$ cat config.mk
export PLATFORM = sky130hd
export DESIGN_NAME = tick_gen_multi
export DESIGN_NICKNAME = d
export VERILOG_FILES = /design/src/rtl/tick_gen_multi.sv
export SDC_FILE = /design/constraint.sdc
export NUM_CORES = 1
export LEC_CHECK = 0
export ABC_AREA = 0
export CORE_ASPECT_RATIO = 1.2
export CORE_MARGIN = 1
export CORE_UTILIZATION = 38
export DETAILED_ROUTE_END_ITERATION = 16
export HOLD_SLACK_MARGIN = 0.06
export PLACE_DENSITY = 0.57
export RECOVER_POWER = 100
export SLEW_MARGIN = 0
export SYNTH_ARGS = -nofsm -noshare
export SYNTH_HDL_FRONTEND = slang
export SYNTH_SLANG_ARGS = --single-unit
$ cat constraint.sdc
create_clock -name clk -period 4.1 [get_ports clk]
set_input_delay 1.23 -clock clk [delete_from_list [all_inputs] [get_ports clk]]
set_output_delay 1.23 -clock clk [all_outputs]
set_load 0.02 [all_outputs]
$ cat src/rtl/tick_gen_multi.sv
// tick_gen_multi: multi-channel programmable tick generator.
// Each of NUM_CH channels emits a registered one-cycle tick every eff cycles,
// where eff = active_div, or 1 when active_div is 0. Divisors are written into
// a per-channel shadow register. The shadow value becomes active at the next
// terminal count, disable or restart, so a period change never glitches.
// Optional feature: define TICKGEN_SQ_EN to add the o_sq 50% square-wave outputs.
module tick_gen_multi #(
    parameter int NUM_CH      = 4,
    parameter int DIV_W       = 27,
    parameter int DEFAULT_DIV = 100000
) (
    input  logic                      clk,
    input  logic                      reset,
    input  logic [NUM_CH-1:0]         i_en,
    input  logic [NUM_CH-1:0]         i_restart,
    input  logic                      i_div_wr,
    input  logic [$clog2(NUM_CH)-1:0] i_div_sel,
    input  logic [DIV_W-1:0]          i_div_data,
    output logic [NUM_CH-1:0]         o_tick,
    output logic [NUM_CH-1:0]         o_div_pend
`ifdef TICKGEN_SQ_EN
    ,
    output logic [NUM_CH-1:0]         o_sq
`endif
);

    localparam int               SEL_W = $clog2(NUM_CH);
    localparam logic [DIV_W-1:0] DEF   = DIV_W'(DEFAULT_DIV);
    localparam logic [DIV_W-1:0] ONE   = DIV_W'(1);

    logic [DIV_W-1:0] cnt_reg    [NUM_CH];
    logic [DIV_W-1:0] cnt_next   [NUM_CH];
    logic [DIV_W-1:0] active_reg [NUM_CH];
    logic [DIV_W-1:0] active_next[NUM_CH];
    logic [DIV_W-1:0] shadow_reg [NUM_CH];
    logic [DIV_W-1:0] shadow_next[NUM_CH];
    logic             tick_reg   [NUM_CH];
    logic             tick_next  [NUM_CH];
    logic             pend_reg   [NUM_CH];
    logic             pend_next  [NUM_CH];

    genvar gi;
    generate
        for (gi = 0; gi < NUM_CH; gi++) begin : g_ch
            logic [DIV_W-1:0] eff;
            logic [DIV_W-1:0] last;
            logic             wr_hit;
            logic             clear;
            logic             term;

            // A zero divisor behaves as divide-by-one so the counter can never lock up.
            assign eff = (active_reg[gi] == '0) ? ONE : active_reg[gi];
            assign last = eff - ONE;
            // Because gi is always below NUM_CH, a select value of NUM_CH or more matches no channel.
            assign wr_hit = i_div_wr && (i_div_sel == SEL_W'(gi));
            assign clear = !i_en[gi] || i_restart[gi];
            assign term = (cnt_reg[gi] == last);

            // Next-state logic: clear (disable/restart) beats terminal count; both are safe apply points
            always_comb begin
                cnt_next[gi]    = cnt_reg[gi];
                active_next[gi] = active_reg[gi];
                shadow_next[gi] = shadow_reg[gi];
                pend_next[gi]   = pend_reg[gi];
                tick_next[gi]   = 1'b0;
                if (clear || term) begin
                    cnt_next[gi]  = '0;
                    tick_next[gi] = !clear;
                    if (wr_hit) begin
                        // A write that lands on an apply point bypasses the shadow stage.
                        active_next[gi] = i_div_data;
                        shadow_next[gi] = i_div_data;
                        pend_next[gi]   = 1'b0;
                    end else if (pend_reg[gi]) begin
                        active_next[gi] = shadow_reg[gi];
                        pend_next[gi]   = 1'b0;
                    end
                end else begin
                    cnt_next[gi] = cnt_reg[gi] + ONE;
                    if (wr_hit) begin
                        shadow_next[gi] = i_div_data;
                        pend_next[gi]   = 1'b1;
                    end
                end
            end

            // Channel state registers with asynchronous active-low reset
            always_ff @(posedge clk or negedge reset) begin
                if (!reset) begin
                    cnt_reg[gi]    <= '0;
                    active_reg[gi] <= DEF;
                    shadow_reg[gi] <= DEF;
                    pend_reg[gi]   <= 1'b0;
                    tick_reg[gi]   <= 1'b0;
                end else begin
                    cnt_reg[gi]    <= cnt_next[gi];
                    active_reg[gi] <= active_next[gi];
                    shadow_reg[gi] <= shadow_next[gi];
                    pend_reg[gi]   <= pend_next[gi];
                    tick_reg[gi]   <= tick_next[gi];
                end
            end

            assign o_tick[gi]     = tick_reg[gi];
            assign o_div_pend[gi] = pend_reg[gi];

`ifdef TICKGEN_SQ_EN
            logic [DIV_W-1:0] half;
            logic             sq_reg;
            logic             sq_next;

            assign half = eff >> 1;

            // Square wave: rises at cnt==0 and falls at cnt==eff/2. With eff==1 both
            // points coincide, so the output stays low.
            always_comb begin
                sq_next = sq_reg;
                if (clear || (eff == ONE)) begin
                    sq_next = 1'b0;
                end else if (cnt_reg[gi] == '0) begin
                    sq_next = 1'b1;
                end else if (cnt_reg[gi] == half) begin
                    sq_next = 1'b0;
                end
            end

            // Square-wave register
            always_ff @(posedge clk or negedge reset) begin
                if (!reset) begin
                    sq_reg <= 1'b0;
                end else begin
                    sq_reg <= sq_next;
                end
            end

            assign o_sq[gi] = sq_reg;
`endif
        end
    endgenerate

endmodule

Word-level counts from Yosys, hierarchy flattened
Index checks and enable logic that the tools add are counted.
{"block": "totals", "in_bits": 40, "mem_bits_rw": 0, "romBits": 0, "wordCells": 100, "output_inout_bits": 8, "memories": 0, "regBits": 332, "latch_bits": 0}
{"block": "op_classes", "reduce_logical": 37, "order_cmp": 0, "n_mul": 0, "bitwise": 0, "n_eq_ne": 7, "n_div": 0, "n_mux": 28, "shift": 0, "addsub": 8}
{"cell": "27-bit 2-to-1 mux", "count": 16}
{"cell": "27-bit by 1-bit adder with 27-bit output (second input constant)", "count": 4}
{"cell": "27-bit equality test", "count": 4}
{"cell": "27-bit zero test", "count": 4}
{"cell": "27-bit by 1-bit subtractor with 27-bit output (second input constant)", "count": 4}
{"cell": "2-bit nonzero test", "count": 8}
{"cell": "1-bit 2-to-1 mux", "count": 12}
{"cell": "1-bit zero test", "count": 8}
{"cell": "1-bit logical OR", "count": 8}
{"cell": "2-bit AND reduction", "count": 4}
{"cell": "2-bit equality test (second input constant)", "count": 2}
{"cell": "1-bit logical AND", "count": 4}
{"cell": "2-bit by 1-bit equality test with 1-bit output (second input constant)", "count": 1}
{"cell": "2-bit zero test", "count": 1}

Longest topological paths before layout
Gate-level depths: netlist of run 1.
{"block": "depth", "ltp_word": 6, "depth_mapped": 16, "depth_no_buf": 12}

Worst setup path after synthesis of run 1
No wires, ideal clock.
{"block": "synth_path", "kind": "reg2reg", "start": "reg active_reg[9] in the netlist's numbering", "end": "reg cnt_reg[10] in the netlist's numbering", "t_required_ps": 3964, "path_buffers": 3, "setup_time_ps": 136, "setup_slack_ps": -48, "path_stages_with_launch": 15, "period_less_slack_ps": 4148, "arrival_time_ps": 4012, "path_cell_list": "dfstp_2 > clkbuf_1 > nor4_1 > and4_1 > a41oi_1 > ha_1 > or3b_2 > or2_2 > or4_1 > a21o_1 > nor4_4 > and3_1 > buf_2 > buf_6 > nor3_1"}
{"item": "from (decl)", "line": "33", "text": "logic [DIV_W-1:0] active_reg [NUM_CH];"}
{"item": "from (signal, indexed assignment)", "line": "97", "text": "active_reg[gi] <= active_next[gi];"}
{"item": "to (signal, indexed assignment)", "line": "96", "text": "cnt_reg[gi] <= cnt_next[gi];"}
{"item": "to (decl)", "line": "31", "text": "logic [DIV_W-1:0] cnt_reg [NUM_CH];"}

==> out/results.ini, run 1 <==
[clock_tree]
cts_max_level=2
clockBufferDepth=3
cts-root-buf=clkbuf_16
cts_sinks=332
cts_buffers=38
clk_pin_slew_ps=60
clk_latency_ps=570
holdBufCountCts=0
cts_tree=yes

[power]
power_w=0.01278
swShare=0.3575
p_seq_frac=0.326
max-vdd-ir-drop_mv=0.4640
p_leak_nw=10.34
intPower_w=0.008211
combPwrFrac=0.366
cellPowerDensity_mw_per_mm2=506.0
p_clk_frac=0.308
switchingPower_w=0.004569

[worst_setup_path]
path_class=reg2reg
endpoint_kind=register
r2r_setup_slack_ps=-3
crit_required_ps=4550
worst_ep_arrival_time_ps=4560
reg2reg_from=active_reg[41]$_DFFE_PN0P_
reg2reg_depth=13
timing.rr.end=cnt_reg[53]$_DFF_PN0_
cp_max_fo=7
start_kind=register

[synthesis]
seq_area_frac_synth=0.3893
syn_inst=2387
synthArstFlopShare=1.000
ys_top_cells_by_area=dfrtp_1 (33%), dfstp_2 (5.9%), nor2_1 (4.9%), xnor2_1 (4.5%), mux2_2 (4.3%)
synth_ff_type=dfrtp_1
synth_top_cell_area_share=0.3306
synth_nets=2435
ys_ff_latch=332
synth_edf_count=0
syn-cell-area_sq_mm=0.02150
synth_top_cell_by_area=dfrtp_1
yosysWarnings=0
synth_cell_types=88
avgSynthCellArea_sq_um=9.006

[sta]
fin_crit_ps=4103
worst_slack_ps=-3.190
tightest_slew_ps=2707
slew_viol_final=156
clock.fmax_ghz=0.2437
hold_viol_final=0
grt_setup_unrepaired=true
finalCritPeriodShare=1.001
setup_viol=3
fin_skew_ps=16.71
timing.slew.headroom=-0.8050

[status]
violations=max-capacitance violations, max-slew violations, negative setup slack
status=complete, but fails checks

[routing]
drc=0
first_iter_violations=1397
drtAntennaViolNets=0
routed-via-count=18806
finalWirelength_mm=63.00
routedWlPerCell_um=19.58
wl_met2_mm=30.65
maxUsedRoutingLayer=met4
first_pass_iters=7
wl_met1_mm=27.30
route.met3.wl_mm=2.461
viasPerCell=5.846

[die]
core_area_sq_mm=0.05598
fp.dieW_um=219.1
initial_core_util=0.3840
ios=48
dieArea_sq_mm=0.05753
die_y_um=262.5
std_cell_rows=95

[min_path]
holdPathEnd=shadow_reg[38]$_DFFE_PN0P_
hold_path_depth=2
min_from=shadow_reg[38]$_DFFE_PN0P_
hold_class=reg2reg

[layout]
num_antenna_cells=0
fin_nets=2508
finalNonFillerCells=3217
area_growth_pct=17.50
drive_gt1_frac=0.1635
fill_cells=5326

[placed_design]
place_hpwl_mm=44.52
place_congestion=0.9222
port_buffers=47
dp.cells=3140

[global_route]
grt_max_degree=99
grt.overflow.total=0
grt_pass1_wl_mm=101.2
grt_pass1_vias=18505
antenna_found_initial=0
grtUsageTotal=0.2187

[flow_run]
max_cap_viol_count=3

-- worst max-delay path, stage by stage, from the launching register on --
cell,delay [ps]
dfrtp_1,370
or4_4,560
nor4b_4,320
a31oi_1,140
ha_1,320
xor2_1,200
o211ai_1,110
a221oi_1,220
o211ai_1,130
or4_1,530
or4_4,460
o21ai_4,330
clkbuf_16,230
nor2_1,50
-- power groups by stage --
stage / logic (W) / registers (W) / clock network [W]
2_1_floorplan: 0.00303 / 0.00415 / 0
3_3_place_gp: 0.00449 / 0.00418 / 0
3_5_place_dp: 0.00459 / 0.00420 / 0
4_1_cts: 0.00461 / 0.00414 / 0.00403
5_1_grt: 0.00511 / 0.00422 / 0.00415
6_report: 0.00468 / 0.00416 / 0.00394
-- synthesized netlist by cell type, types with 57 or more instances --
| cell | n |
|---|---|
| nor4_1 | 64 |
| inv_1 | 57 |
| clkbuf_1 | 156 |
| mux2_2 | 83 |
| xor2_1 | 99 |
| a211oi_1 | 61 |
| nand2_1 | 103 |
| dfrtp_1 | 284 |
| mux2i_1 | 64 |
| a21oi_1 | 61 |
| nand3_1 | 104 |
| nor2_1 | 278 |
| nor3_1 | 159 |
| xnor2_1 | 110 |
| and4_1 | 67 |
-- through the flow --
| stage | cell area [sq um] | hold slack [ps] | utilization | setup TNS [ps] | setup WS, ps |
|---|---|---|---|---|---|
| 3_5_place_dp | 23620 | 495.1 | 0.4219 | -4967 | -199.7 |
| 4_1_cts | 25070 | 509.2 | 0.4478 | 0 | 3.606 |
| 6_report | 25260 | 512.0 | 0.4512 | -8.306 | -3.190 |
| 5_1_grt | 25260 | 524.2 | 0.4512 | -11090 | -133.1 |
| 3_3_place_gp | 23620 | 488.9 | 0.4219 | -2675 | -82.35 |
| 2_1_floorplan | 21500 | 468.4 | - | 0 | 36.78 |
-- repair_timing --
action                                  4_1_cts  5_1_grt
hold endpoints to repair                      0        0
resized for setup                             4       43
cloned                                        0        3
endpoints found under the setup margin       56      184
pin swaps                                     0       19
buffers inserted                              0        4
-- cells in the final DEF, fill, tap and decap left out, types with 13 or more instances in the layout --
cell type,instances
nor3_1,157
clkdlybuf4s50_1,37
nand3b_1,13
inv_1,57
or4_1,17
a21oi_1,60
o31ai_1,35
a211oi_1,61
o221ai_1,28
dfrtp_1,284
nand2b_1,39
xor2_1,99
o21ai_0,49
nor4_1,56
or2_2,34
mux2i_1,64
nand2_1,103
o211ai_1,16
and4_1,67
nor2_1,264
xnor2_1,110
mux2_1,77
and3_1,30
dfstp_2,48
or3_1,19
nand3_1,104
o22a_1,51
nand4_1,46
buf_4,153
clkbuf_16,43
-- cell families after synthesis --
| group | Yosys count | share of synthesized area |
|---|---|---|
| AND/OR/NAND/NOR | 1046 | 0.2652 |
| AO/OA/AOI/OAI | 389 | 0.1322 |
| flip-flops | 332 | 0.3893 |
| buffers and inverters | 255 | 0.04976 |
| XOR/XNOR | 209 | 0.08515 |
| multiplexers | 148 | 0.07380 |
| adder cells (fa/ha/maj) | 8 | 0.004656 |
-- area by class of cell --
type | instances | area [sq um] | area share
timing repair buffer | 231 | 2023 | 0.08010
clock inverter | 18 | 320.3 | 0.01268
tap | 727 | 909.6 | 0.03601
inverter | 57 | 214.0 | 0.008471
sequential | 332 | 8368 | 0.3313
clock buffer | 52 | 1117 | 0.04424
multi-input combinational | 1800 | 12310 | 0.4872
-- layer usage --
layer / track usage / vias to the layer above
met5: 0 / -
met4: 0.09478 / 0
met3: 0.02870 / 137
met2: 0.3636 / 458
met1: 0.2824 / 9337
li1: - / 8874
-- how the worst max path moves through the flow --
stage	end	start	cells after the start	slack, ps
CTS	active_reg[2]$_DFFE_PN0P_	active_reg[15]$_DFFE_PN1P_	14	4
global placement	active_reg[2]$_DFFE_PN0P_	active_reg[10]$_DFFE_PN1P_	13	-80
finish	cnt_reg[53]$_DFF_PN0_	active_reg[41]$_DFFE_PN0P_	13	-3
floorplan	cnt_reg[10]$_DFF_PN0_	active_reg[7]$_DFFE_PN1P_	14	40
detailed placement	active_reg[2]$_DFFE_PN0P_	active_reg[15]$_DFFE_PN1P_	13	-200
global route	cnt_reg[50]$_DFF_PN0_	active_reg[36]$_DFFE_PN1P_	13	-130
No activity file was read; power rests on OpenSTA's default activity.
==> inputs of run 2 (changes only) <==
- SETUP_SLACK_MARGIN: not set -> 0.3
==> run 2 against run 1 <==
The flow finishes with violations (max-capacitance violations, max-slew violations). Clock skew grew 2.6 ps. Global-route usage is 0.38 points higher. Die area stayed put. Sequential share of layout area fell by 1.1 points. Core utilization grew 1.5 points. Critical path depth unchanged. Maximum frequency up 2.0%. Via count increased by 0.48%. Total power hardly changed. Setup slack improved by 80 ps. Flip-flop and latch count is the same. Largest cell class unchanged. Non-clock buffer count increased by 26.
==> out/results.ini, run 2 (same netlist as run 1, synthesis figures left out) <==
[placed_design]
place_hpwl_mm=44.44
dp_slack_ps=-23.77
port_buffers=47
place_congestion=0.8893

[sta]
clock.fmax_ghz=0.2486
finalCritPeriodShare=0.9813
fin_setup_tns_ps=0
hold_viol_final=0
tightest_slew_ps=1832
fin_skew_ps=19.34
worst_slack_ps=76.81
grt_setup_unrepaired=true
timing.slew.headroom=-0.2213
setup_viol=0
hold-worst-slack_ps=509.3
fin_crit_ps=4023
slew_viol_final=103

[layout]
utilization=0.4664
multi_input_area_sq_mm=0.01303
final_common_cell=dfrtp_1
drive_gt1_frac=0.2087
area_growth_pct=21.46
seq_area_sq_mm=0.008372
fin_nets=2534
fill_cells=5268
layout_common_cells=dfrtp_1 (281), nor2_1 (275), buf_4 (163)
num_antenna_cells=0

[routing]
routedWlPerCell_um=20.31
drtAntennaViolNets=0
finalWirelength_mm=65.86
routed-via-count=18897
first_pass_iters=5
viasPerCell=5.827
first_iter_violations=1391
drc=0

[status]
violations=max-capacitance violations, max-slew violations
status=complete, but fails checks

[die]
die_y_um=262.5
fp.dieW_um=219.1
core_area_sq_mm=0.05598
initial_core_util=0.3840
dieArea_sq_mm=0.05753
std_cell_rows=95
ios=48

[min_path]
min_from=shadow_reg[106]$_DFFE_PN0P_
hold_class=reg2reg
hold_path_depth=1
holdPathEnd=shadow_reg[106]$_DFFE_PN0P_

[global_route]
grtUsageTotal=0.2225
antenna_found_initial=1
grt_pass1_vias=18479
grt_max_degree=91
grt_pass1_wl_mm=102.8
grt.overflow.total=0

[worst_setup_path]
cp_max_fo=9
endpoint_kind=register
crit_chain=or4_4, nor4b_4, a31oi_1, ha_2, xor2_2, o211ai_1, a221oi_1, o211ai_1, or4_1, or4_4, buf_4, mux2i_1, nor2_1
worst_ep_arrival_time_ps=4480
reg2reg_depth=13
critical-path-max-stage-delay_ps=590
reg2reg_from=active_reg[45]$_DFFE_PN0P_
crit_required_ps=4560
r2r_setup_slack_ps=80
path_class=reg2reg
slowest_stage=or4_4
timing.rr.end=active_reg[50]$_DFFE_PN0P_
start_kind=register

[clock_tree]
cts-root-buf=clkbuf_16
clk_pin_slew_ps=60
clk_latency_ps=590
clockBufferDepth=3
cts_tree=yes
cts_max_level=2
cts_sinks=332
cts_buffers=38

[flow_run]
max_cap_viol_count=3

[power]
cellPowerDensity_mw_per_mm2=489.1
p_leak_nw=10.56
power_w=0.01277
max-vdd-ir-drop_mv=0.3664

## run 2: changes by cell type in the layout (fill, tap and decap cells not counted), sizes merged
cell | before | now
clkbuf | 66 | 83
clkinv | 7 | 10
inv | 57 | 58
dlymetal6s4s | 1 | 0
bufinv | 9 | 2
buf | 170 | 183
## run 2: worst max-delay path by stage
stage / startpoint / to / cells past startpoint
5_1_grt: active_reg[16]$_DFFE_PN1P_ / cnt_reg[8]$_DFF_PN0_ / 16
3_5_place_dp: active_reg[63]$_DFFE_PN1P_ / cnt_reg[77]$_DFF_PN0_ / 13
4_1_cts: active_reg[45]$_DFFE_PN0P_ / active_reg[50]$_DFFE_PN0P_ / 13
3_3_place_gp: active_reg[63]$_DFFE_PN1P_ / cnt_reg[77]$_DFF_PN0_ / 13
6_report: active_reg[45]$_DFFE_PN0P_ / active_reg[50]$_DFFE_PN0P_ / 13
2_1_floorplan: active_reg[41]$_DFFE_PN0P_ / active_reg[33]$_DFFE_PN0P_ / 16
## run 2: per-layer routing
layer	vias up	wire, um	global-route usage
li1	8932	-	-
met1	9453	27920	0.2831
met2	390	33380	0.3862
met3	122	2537	0.02928
met4	0	2030	0.07132
met5	-	0	0
## run 2: report_power, final
group | switching, W | leakage [nW] | internal, W
sequential | 0.000368 | 4.16 | 0.00385
clock | 0.00149 | 0.614 | 0.00200
combinational | 0.00295 | 5.79 | 0.00212
total | 0.00480 | 10.6 | 0.00797
## run 2: per-stage QoR
step,instances,instance area [sq um]
floorplan,2387,21590
CTS,3214,25170
global placement,3120,23500
global route,3243,26110
finish,3243,26110
detailed placement,3120,23500
## run 2: worst max-delay path: cells and delay by family, from the launching register on
kind	cells	cell delay [ps]
and+or+nand+nor	5	1960
AOI/OAI and AO/OA	4	660
DFF	1	380
adders and majority gates	1	380
buffers and inverters	1	230
muxes	1	170
xor gates and xnor gates	1	130
## run 2: cell type report
type	count	area share
well taps	727	0.03484
flip-flops and latches	332	0.3206
clock inverters	15	0.005990
multi-input cells	1800	0.4990
repair buffers	257	0.08932
inverters	57	0.008194
clock buffers	55	0.04198
## run 2: what timing repair did
item                                   CTS  global route
setup endpoints to repair              192           219
buffers inserted                        19            20
pin swaps                               15            77
endpoints found under the hold margin    0             0
hold buffers                             0             0
resized for setup                       27           152
gates cloned                             5             9
